File: config.mk
export PLATFORM = sky130hd
export DESIGN_NAME = password_search_engine
export DESIGN_NICKNAME = d
export VERILOG_FILES = /design/src/rtl/pwcrack_pkg.sv /design/src/rtl/base_n_counter.sv /design/src/rtl/password_search_engine.sv
export SDC_FILE = /design/constraint.sdc
export NUM_CORES = 1
export LEC_CHECK = 0
export BUFFER_PORTS_ARGS = -buffer_cell sky130_fd_sc_hd__buf_2
export CORE_MARGIN = 10
export CORE_UTILIZATION = 35
export CTS_CLUSTER_DIAMETER = 80
export DETAILED_ROUTE_END_ITERATION = 12
export PLACE_DENSITY_LB_ADDON = 0.3
export SKIP_LAST_GASP = 1
export SLEW_MARGIN = 20
export SYNTH_ARGS = -nofsm -noshare
export SYNTH_HDL_FRONTEND = slang
export SYNTH_SLANG_ARGS = --single-unit
File: constraint.sdc
create_clock -name clk -period 5.6 [get_ports clk]
set_clock_uncertainty 0.15 [all_clocks]
set_input_delay 0.28 -clock clk [delete_from_list [all_inputs] [get_ports clk]]
set_output_delay 0.28 -clock clk [all_outputs]
set_load 0.1 [all_outputs]
File: src/rtl/pwcrack_pkg.sv
// Shared definitions for the password search engine.
//   - charset bounds: digits 0..25 map to 'a'..'z', 26..35 map to '0'..'9'
//   - state_e: FSM state encoding
//   - digit_to_ascii(): digit value -> ASCII character
package pwcrack_pkg;

   localparam logic [7:0]  CharLetterLo = 8'h61;  // 'a'
   localparam logic [7:0]  CharLetterHi = 8'h7a;  // 'z'
   localparam logic [7:0]  CharNumLo    = 8'h30;  // '0'
   localparam logic [7:0]  CharNumHi    = 8'h39;  // '9'
   localparam int unsigned NumLetters   = 26;

   typedef enum logic [1:0] {
      StIdle  = 2'd0,
      StRun   = 2'd1,
      StDrain = 2'd2,
      StDone  = 2'd3
   } state_e;

   function automatic logic [7:0] digit_to_ascii(input logic [7:0] digit);
      if (digit < 8'(NumLetters)) begin
         return CharLetterLo + digit;
      end
      return CharNumLo + (digit - 8'(NumLetters));
   endfunction

endpackage

File: src/rtl/base_n_counter.sv
// Multi-digit base-RADIX counter used as the candidate generator.
//   clk, rst   : clock, synchronous active-high reset
//   load       : load load_val (takes priority over en)
//   load_val   : packed digits, digit 0 in the LS DIGIT_W bits
//   en         : advance by one; LS digit counts 0..RADIX-1 and carries upward
//   end_ms     : MS digit value of the final candidate
//   digits     : current packed digits
//   last       : MS digit == end_ms and every lower digit == RADIX-1
module base_n_counter #(
   parameter int unsigned NUM_CHARS = 4,
   parameter int unsigned RADIX     = 36,
   parameter int unsigned DIGIT_W   = 6
) (
   input  logic                         clk,
   input  logic                         rst,
   input  logic                         load,
   input  logic [NUM_CHARS*DIGIT_W-1:0] load_val,
   input  logic                         en,
   input  logic [DIGIT_W-1:0]           end_ms,
   output logic [NUM_CHARS*DIGIT_W-1:0] digits,
   output logic                         last
);

   localparam int unsigned   CW     = NUM_CHARS * DIGIT_W;
   localparam logic [DIGIT_W-1:0] DigMax = DIGIT_W'(RADIX - 1);

   logic [CW-1:0] digits_q, digits_d;
   logic          carry;

   always_comb begin
      digits_d = digits_q;
      carry    = en;
      for (int i = 0; i < int'(NUM_CHARS); i++) begin
         if (carry) begin
            if (digits_q[i*DIGIT_W +: DIGIT_W] == DigMax) begin
               digits_d[i*DIGIT_W +: DIGIT_W] = '0;
            end else begin
               digits_d[i*DIGIT_W +: DIGIT_W] = digits_q[i*DIGIT_W +: DIGIT_W] + 1'b1;
               carry = 1'b0;
            end
         end
      end
      if (load) begin
         digits_d = load_val;
      end
   end

   always_comb begin
      last = (digits_q[(NUM_CHARS-1)*DIGIT_W +: DIGIT_W] == end_ms);
      for (int i = 0; i < int'(NUM_CHARS) - 1; i++) begin
         if (digits_q[i*DIGIT_W +: DIGIT_W] != DigMax) begin
            last = 1'b0;
         end
      end
   end

   always_ff @(posedge clk) begin
      if (rst) begin
         digits_q <= '0;
      end else begin
         digits_q <= digits_d;
      end
   end

   assign digits = digits_q;

endmodule

File: src/rtl/password_search_engine.sv
// Brute-force candidate enumerator with in-line comparator, one candidate per clock.
//   clk, rst       : clock, synchronous active-high reset
//   start          : begin a search (IDLE only); captures target, range and mode
//   abort          : cancel a search (RUN/DRAIN), no done pulse
//   stop_on_match  : 1 = stop at first match, 0 = sweep whole range
//   target         : ASCII password, char 0 in MS byte
//   range_lo/hi    : inclusive MS-digit range to enumerate
//   busy           : high in RUN and DRAIN
//   done           : one-cycle pulse when a search completes
//   found/found_pw : match seen / ASCII of first match
//   match_count    : matches, saturating at 255
//   cand_count     : candidates compared, saturating
module password_search_engine
   import pwcrack_pkg::*;
#(
   parameter int unsigned NUM_CHARS = 4,
   parameter int unsigned RADIX     = 36,
   parameter int unsigned DIGIT_W   = 6,
   parameter int unsigned CNT_W     = 32
) (
   input  logic                   clk,
   input  logic                   rst,
   input  logic                   start,
   input  logic                   abort,
   input  logic                   stop_on_match,
   input  logic [NUM_CHARS*8-1:0] target,
   input  logic [DIGIT_W-1:0]     range_lo,
   input  logic [DIGIT_W-1:0]     range_hi,
   output logic                   busy,
   output logic                   done,
   output logic                   found,
   output logic [NUM_CHARS*8-1:0] found_pw,
   output logic [7:0]             match_count,
   output logic [CNT_W-1:0]       cand_count
);

   localparam int unsigned PW_W = NUM_CHARS * 8;
   localparam int unsigned CW   = NUM_CHARS * DIGIT_W;

   state_e             state_q, state_d;
   logic [PW_W-1:0]    target_q, target_d;
   logic [DIGIT_W-1:0] range_hi_q, range_hi_d;
   logic               stop_q, stop_d;
   logic               busy_q, busy_d;
   logic               done_q, done_d;
   logic               found_q, found_d;
   logic [PW_W-1:0]    found_pw_q, found_pw_d;
   logic [7:0]         match_cnt_q, match_cnt_d;
   logic [CNT_W-1:0]   cand_cnt_q, cand_cnt_d;
   // Stage 1: registered ASCII candidate
   logic [PW_W-1:0]    cand_q, cand_d;
   logic               cand_vld_q, cand_vld_d;

   logic               cnt_load, cnt_en, cnt_last;
   logic [CW-1:0]      cnt_load_val, cnt_digits;
   logic [PW_W-1:0]    cand_ascii;
   logic               range_ok, match;

   base_n_counter #(
      .NUM_CHARS (NUM_CHARS),
      .RADIX     (RADIX),
      .DIGIT_W   (DIGIT_W)
   ) u_counter (
      .clk      (clk),
      .rst      (rst),
      .load     (cnt_load),
      .load_val (cnt_load_val),
      .en       (cnt_en),
      .end_ms   (range_hi_q),
      .digits   (cnt_digits),
      .last     (cnt_last)
   );

   always_comb begin
      cnt_load_val = '0;
      cnt_load_val[(NUM_CHARS-1)*DIGIT_W +: DIGIT_W] = range_lo;
   end

   always_comb begin
      cand_ascii = '0;
      for (int i = 0; i < int'(NUM_CHARS); i++) begin
         cand_ascii[i*8 +: 8] = digit_to_ascii(8'(cnt_digits[i*DIGIT_W +: DIGIT_W]));
      end
   end

   assign range_ok = (range_lo <= range_hi) && (32'(range_hi) < RADIX);
   // Candidates are always in-charset, so an out-of-charset target byte never matches.
   assign match    = cand_vld_q && (cand_q == target_q);

   always_comb begin
      state_d     = state_q;
      target_d    = target_q;
      range_hi_d  = range_hi_q;
      stop_d      = stop_q;
      found_d     = found_q;
      found_pw_d  = found_pw_q;
      match_cnt_d = match_cnt_q;
      cand_cnt_d  = cand_cnt_q;
      cand_d      = cand_q;
      cand_vld_d  = 1'b0;
      cnt_load    = 1'b0;
      cnt_en      = 1'b0;

      // Retire the stage-1 compare into the result registers.
      if (cand_vld_q) begin
         if (cand_cnt_q != '1) begin
            cand_cnt_d = cand_cnt_q + 1'b1;
         end
         if (match) begin
            found_d = 1'b1;
            if (match_cnt_q != 8'hff) begin
               match_cnt_d = match_cnt_q + 8'd1;
            end
            if (!found_q) begin
               found_pw_d = cand_q;
            end
         end
      end

      unique case (state_q)
         StIdle: begin
            if (start) begin
               target_d    = target;
               range_hi_d  = range_hi;
               stop_d      = stop_on_match;
               found_d     = 1'b0;
               found_pw_d  = '0;
               match_cnt_d = '0;
               cand_cnt_d  = '0;
               if (range_ok) begin
                  cnt_load = 1'b1;
                  state_d  = StRun;
               end else begin
                  state_d  = StDone;
               end
            end
         end
         StRun: begin
            if (abort) begin
               state_d = StIdle;
            end else if (stop_q && match) begin
               // Hold the candidate currently in stage 0; it is never presented.
               state_d = StDrain;
            end else begin
               cand_d     = cand_ascii;
               cand_vld_d = 1'b1;
               if (cnt_last) begin
                  state_d = StDrain;
               end else begin
                  cnt_en = 1'b1;
               end
            end
         end
         StDrain: begin
            state_d = abort ? StIdle : StDone;
         end
         StDone: begin
            state_d = StIdle;
         end
         default: begin
            state_d = StIdle;
         end
      endcase

      busy_d = (state_d == StRun) || (state_d == StDrain);
      done_d = (state_d == StDone);
   end

   always_ff @(posedge clk) begin
      if (rst) begin
         state_q     <= StIdle;
         target_q    <= '0;
         range_hi_q  <= '0;
         stop_q      <= 1'b0;
         busy_q      <= 1'b0;
         done_q      <= 1'b0;
         found_q     <= 1'b0;
         found_pw_q  <= '0;
         match_cnt_q <= '0;
         cand_cnt_q  <= '0;
         cand_q      <= '0;
         cand_vld_q  <= 1'b0;
      end else begin
         state_q     <= state_d;
         target_q    <= target_d;
         range_hi_q  <= range_hi_d;
         stop_q      <= stop_d;
         busy_q      <= busy_d;
         done_q      <= done_d;
         found_q     <= found_d;
         found_pw_q  <= found_pw_d;
         match_cnt_q <= match_cnt_d;
         cand_cnt_q  <= cand_cnt_d;
         cand_q      <= cand_d;
         cand_vld_q  <= cand_vld_d;
      end
   end

   assign busy        = busy_q;
   assign done        = done_q;
   assign found       = found_q;
   assign found_pw    = found_pw_q;
   assign match_count = match_cnt_q;
   assign cand_count  = cand_cnt_q;

endmodule

==> flow_results.org <==
** Worst setup path
- Type of element capturing the critical path :: register
- Traced cell by cell, the critical path runs through xnor2_1 -> nand4_1 -> nor4_1 -> nand4b_1 -> buf_4 -> mux2i_1 -> nor2_1.
- On the critical path the largest part of the delay comes from simple AND/OR/NAND/NOR gates.
- Peak fanout along the critical path :: 23
- The setup path with the least slack is of type register to register.
- At the worst endpoint, the required time is 5760 ps.
- CP max stage cell :: sky130_fd_sc_hd__nand4b_1
- Worst Path Arrival :: 3520 ps
- The worst setup path is launched from a register.
- Together, buffers and inverters on the worst path number 1.
- Maximum single-stage delay on the critical path :: 830 ps

** Layout
- Fraction of layout cells with a size suffix above 1 :: 15.6%
- Final net count :: 1238
- The area growth from synthesis to layout is 18.9%.
- 0 antenna diodes ended up in the layout.
- For this run, the share of the core covered by cells in the final layout is 42.0%.

** Worst hold path
- The tightest min-delay check is of the input port to register type.

** Yosys
- After synthesis, the netlist uses 68 different library cells.
- Fraction of synthesis flops using an asynchronous set or reset pin :: 0%
- Area share of the largest cell type after synthesis :: 39.2%
- Yosys printed 0 warnings.
- Summed over all instances, the cell type with the most area after synthesis is sky130_fd_sc_hd__dfxtp_1.
- Number of synthesized flops with an enable pin :: 0
- Commonest register cell after synthesis :: sky130_fd_sc_hd__dfxtp_1
- Counting flops and latches in the post-synthesis netlist gives 173.
- Cell types with the largest area share after synthesis :: sky130_fd_sc_hd__dfxtp_1 39%, sky130_fd_sc_hd__a21oi_1 5.9%, sky130_fd_sc_hd__xnor2_1 5.5%
- After synthesis the cells add up to 8840 um^2.
- When the netlist entered floorplanning its net count stood at 1130.
- Proportion of synthesized chip area in sequential cells :: 39.2%
- Synthesized area per cell :: 8.37 um^2
- Synthesized netlist cell count :: 1056

** Global routing
- The number of global-route vias before repair came to 7475.
- Entering global routing, the biggest net connects 69 pins.
- Initial antenna violation count :: 0
- The first global-routing pass estimated 41100 um of wire.
- The total overflow left after global routing is 0.
- Across every metal layer, demand over resource in global routing totals 16.0%.

** Power and ir drop
- Leakage Power :: 4.28 nW
- Worst VDD drop :: 0.000172 V
- Pwr Density :: 266 nW/um^2
- The design draws 2.80 mW.

** Placement
- RePlAce Congestion :: 0.825
- Port Buffer Count :: 123
- HPWL Detailed :: 18300 um

** Floorplanning
- The die is 179 um wide.
- Core Footprint :: 25000 um^2
- Standard-cell row count :: 58
- For this design the top-level I/O count stands at 124.
- Starting Density :: 35.3%
- From bottom edge to top edge, the die measures 179 um.
- The floorplan step defined a die boundary enclosing 32000 um^2.

** Routing
- Final antenna-violating net count :: 0
- The detailed router finished its first iteration with 738 violations.
- Wires add up to 25800 um.
- DRC Markers :: 0
- Across all layers, the routed design uses 7965 vias.
- After detailed routing, the number of vias per cell comes to 5.29.
- Average wire per standard cell :: 17.1 um
- Number of optimization iterations in the first detailed-route pass :: 6

** STA
- Post-route clock period utilization :: 60.1%
- Minimum clock period after layout :: 3370 ps
- At the pin with the least slew margin, the transition time is 915 ps.
- Worst hold margin :: 3.85 ps
- Final Setup Violations :: 0
- Setup repair after global routing left no endpoint under its margin.
- Max Transition Viols Final :: 0
- Number of endpoints with negative hold slack in the final report :: 0
- For the final routed database, the setup TNS stands at 0 ps.
- The worst pin sits at a relative slew slack of 39.0%.
- Timing would allow up to 297 MHz.

** CTS
- Number of buffers inserted by post-CTS setup repair :: 0
- Buffer levels on the longest clock path :: 2
- Clock transition time at the flip-flop clock pins of the worst setup and hold paths :: 70 ps
- Clock tree root buffer cell :: sky130_fd_sc_hd__clkbuf_16
- Inserted Clock Buffers :: 17
- Level count of the clock H-tree :: 4
- TritonCTS built the clock tree.
- Counting every sink on the clock net gives 173.
- At the later pin of the worst-skew pair, clock insertion delay measures 440 ps.

** Job
- Max Cap Violations :: 0

** Outcome
- The run finished with clean final reports.
-- final cells by class --
| class | instances | area, um^2 |
|---|---|---|
| well taps | 330 | 413 |
| inverters | 27 | 101 |
| fillers | 2554 | 14500 |
| repair buffers | 164 | 1010 |
| clock inverters | 14 | 148 |
| flip-flops and latches | 173 | 3460 |
| clock buffers | 17 | 425 |
| multi-input cells | 781 | 4960 |
-- registers in the layout, indices dropped and copies added, names as in the netlist --
name,count
target_q,32
cand_vld_q,1
found_pw,32
u_counter.digits,24
state_q,2
stop_q,1
cand_q,32
match_count,8
busy,1
found,1
cand_count,32
range_hi_q,6
done,1
-- worst paths after layout --
| check | cells past startpoint | slack (ps) | from | end |
|---|---|---|---|---|
| hold / removal | 3 | 4 | target[17] | target_q[17]$_SDFFE_PP0P_ |
| hold reg to reg | 2 | 320 | target_q[10]$_SDFFE_PP0P_ | target_q[10]$_SDFFE_PP0P_ |
| setup reg to reg | 7 | 2230 | target_q[4]$_SDFFE_PP0P_ | found_pw[6]$_SDFF_PP0_ |
| setup / recovery | 7 | 2230 | target_q[4]$_SDFFE_PP0P_ | found_pw[6]$_SDFF_PP0_ |
-- routing by layer --
layer  share of wire, %  vias to the layer above  GRT usage [%]
met1                 46                     3786           21.6
met4                1.4                        0           3.96
met5                  0                        -              0
li1                   -                     3953              -
met2                 46                      202           25.5
met3                6.1                       24           3.29
-- cell usage after synthesis, types with 5 or more instances --
cell type,instances
sky130_fd_sc_hd__nand3_1,46
sky130_fd_sc_hd__and3_1,16
sky130_fd_sc_hd__nor2_1,92
sky130_fd_sc_hd__or3_1,19
sky130_fd_sc_hd__clkbuf_1,53
sky130_fd_sc_hd__ha_1,25
sky130_fd_sc_hd__buf_2,14
sky130_fd_sc_hd__dfxtp_1,173
sky130_fd_sc_hd__nand4_1,42
sky130_fd_sc_hd__and4_1,7
sky130_fd_sc_hd__a32oi_1,6
sky130_fd_sc_hd__o21ai_0,50
sky130_fd_sc_hd__inv_1,27
sky130_fd_sc_hd__xor2_1,34
sky130_fd_sc_hd__a311oi_1,11
sky130_fd_sc_hd__mux2i_1,41
sky130_fd_sc_hd__nand2_1,108
sky130_fd_sc_hd__and2_1,8
sky130_fd_sc_hd__a21oi_1,105
sky130_fd_sc_hd__nor3_1,19
sky130_fd_sc_hd__nor2b_1,5
sky130_fd_sc_hd__and3b_1,5
sky130_fd_sc_hd__or4_1,10
sky130_fd_sc_hd__a31oi_1,5
sky130_fd_sc_hd__xnor2_1,56
sky130_fd_sc_hd__o21bai_1,6
-- power breakdown --
| part | internal (mW) | switching, mW |
|---|---|---|
| clock network | 0.593 | 0.569 |
| registers | 1.27 | 0.0423 |
| logic | 0.125 | 0.200 |
-- kinds of logic after synthesis --
logic type               count (synthesis)  synth area share, %
AO/OA/AOI/OAI                          219                 14.8
XOR/XNOR                                90                 8.92
adder cells (fa/ha/maj)                 25                 3.54
buffers and inverters                  102                 4.91
flip-flops                             173                 39.2
multiplexers                            42                 4.77
AND/OR/NAND/NOR                        405                 23.9
-- worst reg2reg max path, stage by stage, from the launching register on --
cell and delay [ps]:
sky130_fd_sc_hd__dfxtp_1 320, sky130_fd_sc_hd__xnor2_1 320, sky130_fd_sc_hd__nand4_1 140, sky130_fd_sc_hd__nor4_1 610
sky130_fd_sc_hd__nand4b_1 830, sky130_fd_sc_hd__buf_4 570, sky130_fd_sc_hd__mux2i_1 230, sky130_fd_sc_hd__nor2_1 50
-- cells in the final DEF, fill, tap and decap left out, types with 3 or more instances in the layout --
cell	n
sky130_fd_sc_hd__a211oi_1	3
sky130_fd_sc_hd__a21oi_1	105
sky130_fd_sc_hd__a311oi_1	11
sky130_fd_sc_hd__a31oi_1	5
sky130_fd_sc_hd__a32oi_1	6
sky130_fd_sc_hd__and2_1	7
sky130_fd_sc_hd__and3_1	16
sky130_fd_sc_hd__and3b_1	5
sky130_fd_sc_hd__and4_1	7
sky130_fd_sc_hd__buf_2	123
sky130_fd_sc_hd__buf_4	7
sky130_fd_sc_hd__clkbuf_16	17
sky130_fd_sc_hd__dfxtp_1	173
sky130_fd_sc_hd__dlygate4sd3_1	34
sky130_fd_sc_hd__ha_1	25
sky130_fd_sc_hd__inv_1	27
sky130_fd_sc_hd__inv_6	3
sky130_fd_sc_hd__inv_8	5
sky130_fd_sc_hd__mux2i_1	41
sky130_fd_sc_hd__nand2_1	108
sky130_fd_sc_hd__nand2b_1	3
sky130_fd_sc_hd__nand3_1	46
sky130_fd_sc_hd__nand4_1	42
sky130_fd_sc_hd__nor2_1	92
sky130_fd_sc_hd__nor2b_1	5
sky130_fd_sc_hd__nor3_1	19
sky130_fd_sc_hd__o21a_1	3
sky130_fd_sc_hd__o21ai_0	50
sky130_fd_sc_hd__o21ai_1	3
sky130_fd_sc_hd__o21bai_1	6
sky130_fd_sc_hd__o31ai_1	3
sky130_fd_sc_hd__o32ai_1	3
sky130_fd_sc_hd__o41ai_1	4
sky130_fd_sc_hd__or2_2	3
sky130_fd_sc_hd__or3_1	19
sky130_fd_sc_hd__or4_1	10
sky130_fd_sc_hd__xnor2_1	56
sky130_fd_sc_hd__xor2_1	34
-- per-stage QoR --
| stage | setup slack (ps) | cell area (um^2) | instances |
|---|---|---|---|
| finish | 2230 | 10500 | 1506 |
| global placement | 2220 | 9600 | 1441 |
| CTS | 2230 | 10500 | 1506 |
| global route | 2020 | 10500 | 1506 |
| detailed placement | 2250 | 9600 | 1441 |
| floorplan | 2600 | 8840 | 1056 |
-- repair_timing --
item / 4_1_cts / 5_1_grt
resized for setup: 0 / 0
endpoints found under the hold margin: 34 / 0
hold buffers: 34 / 0
Note: power is estimated with default switching activity, not from simulation.
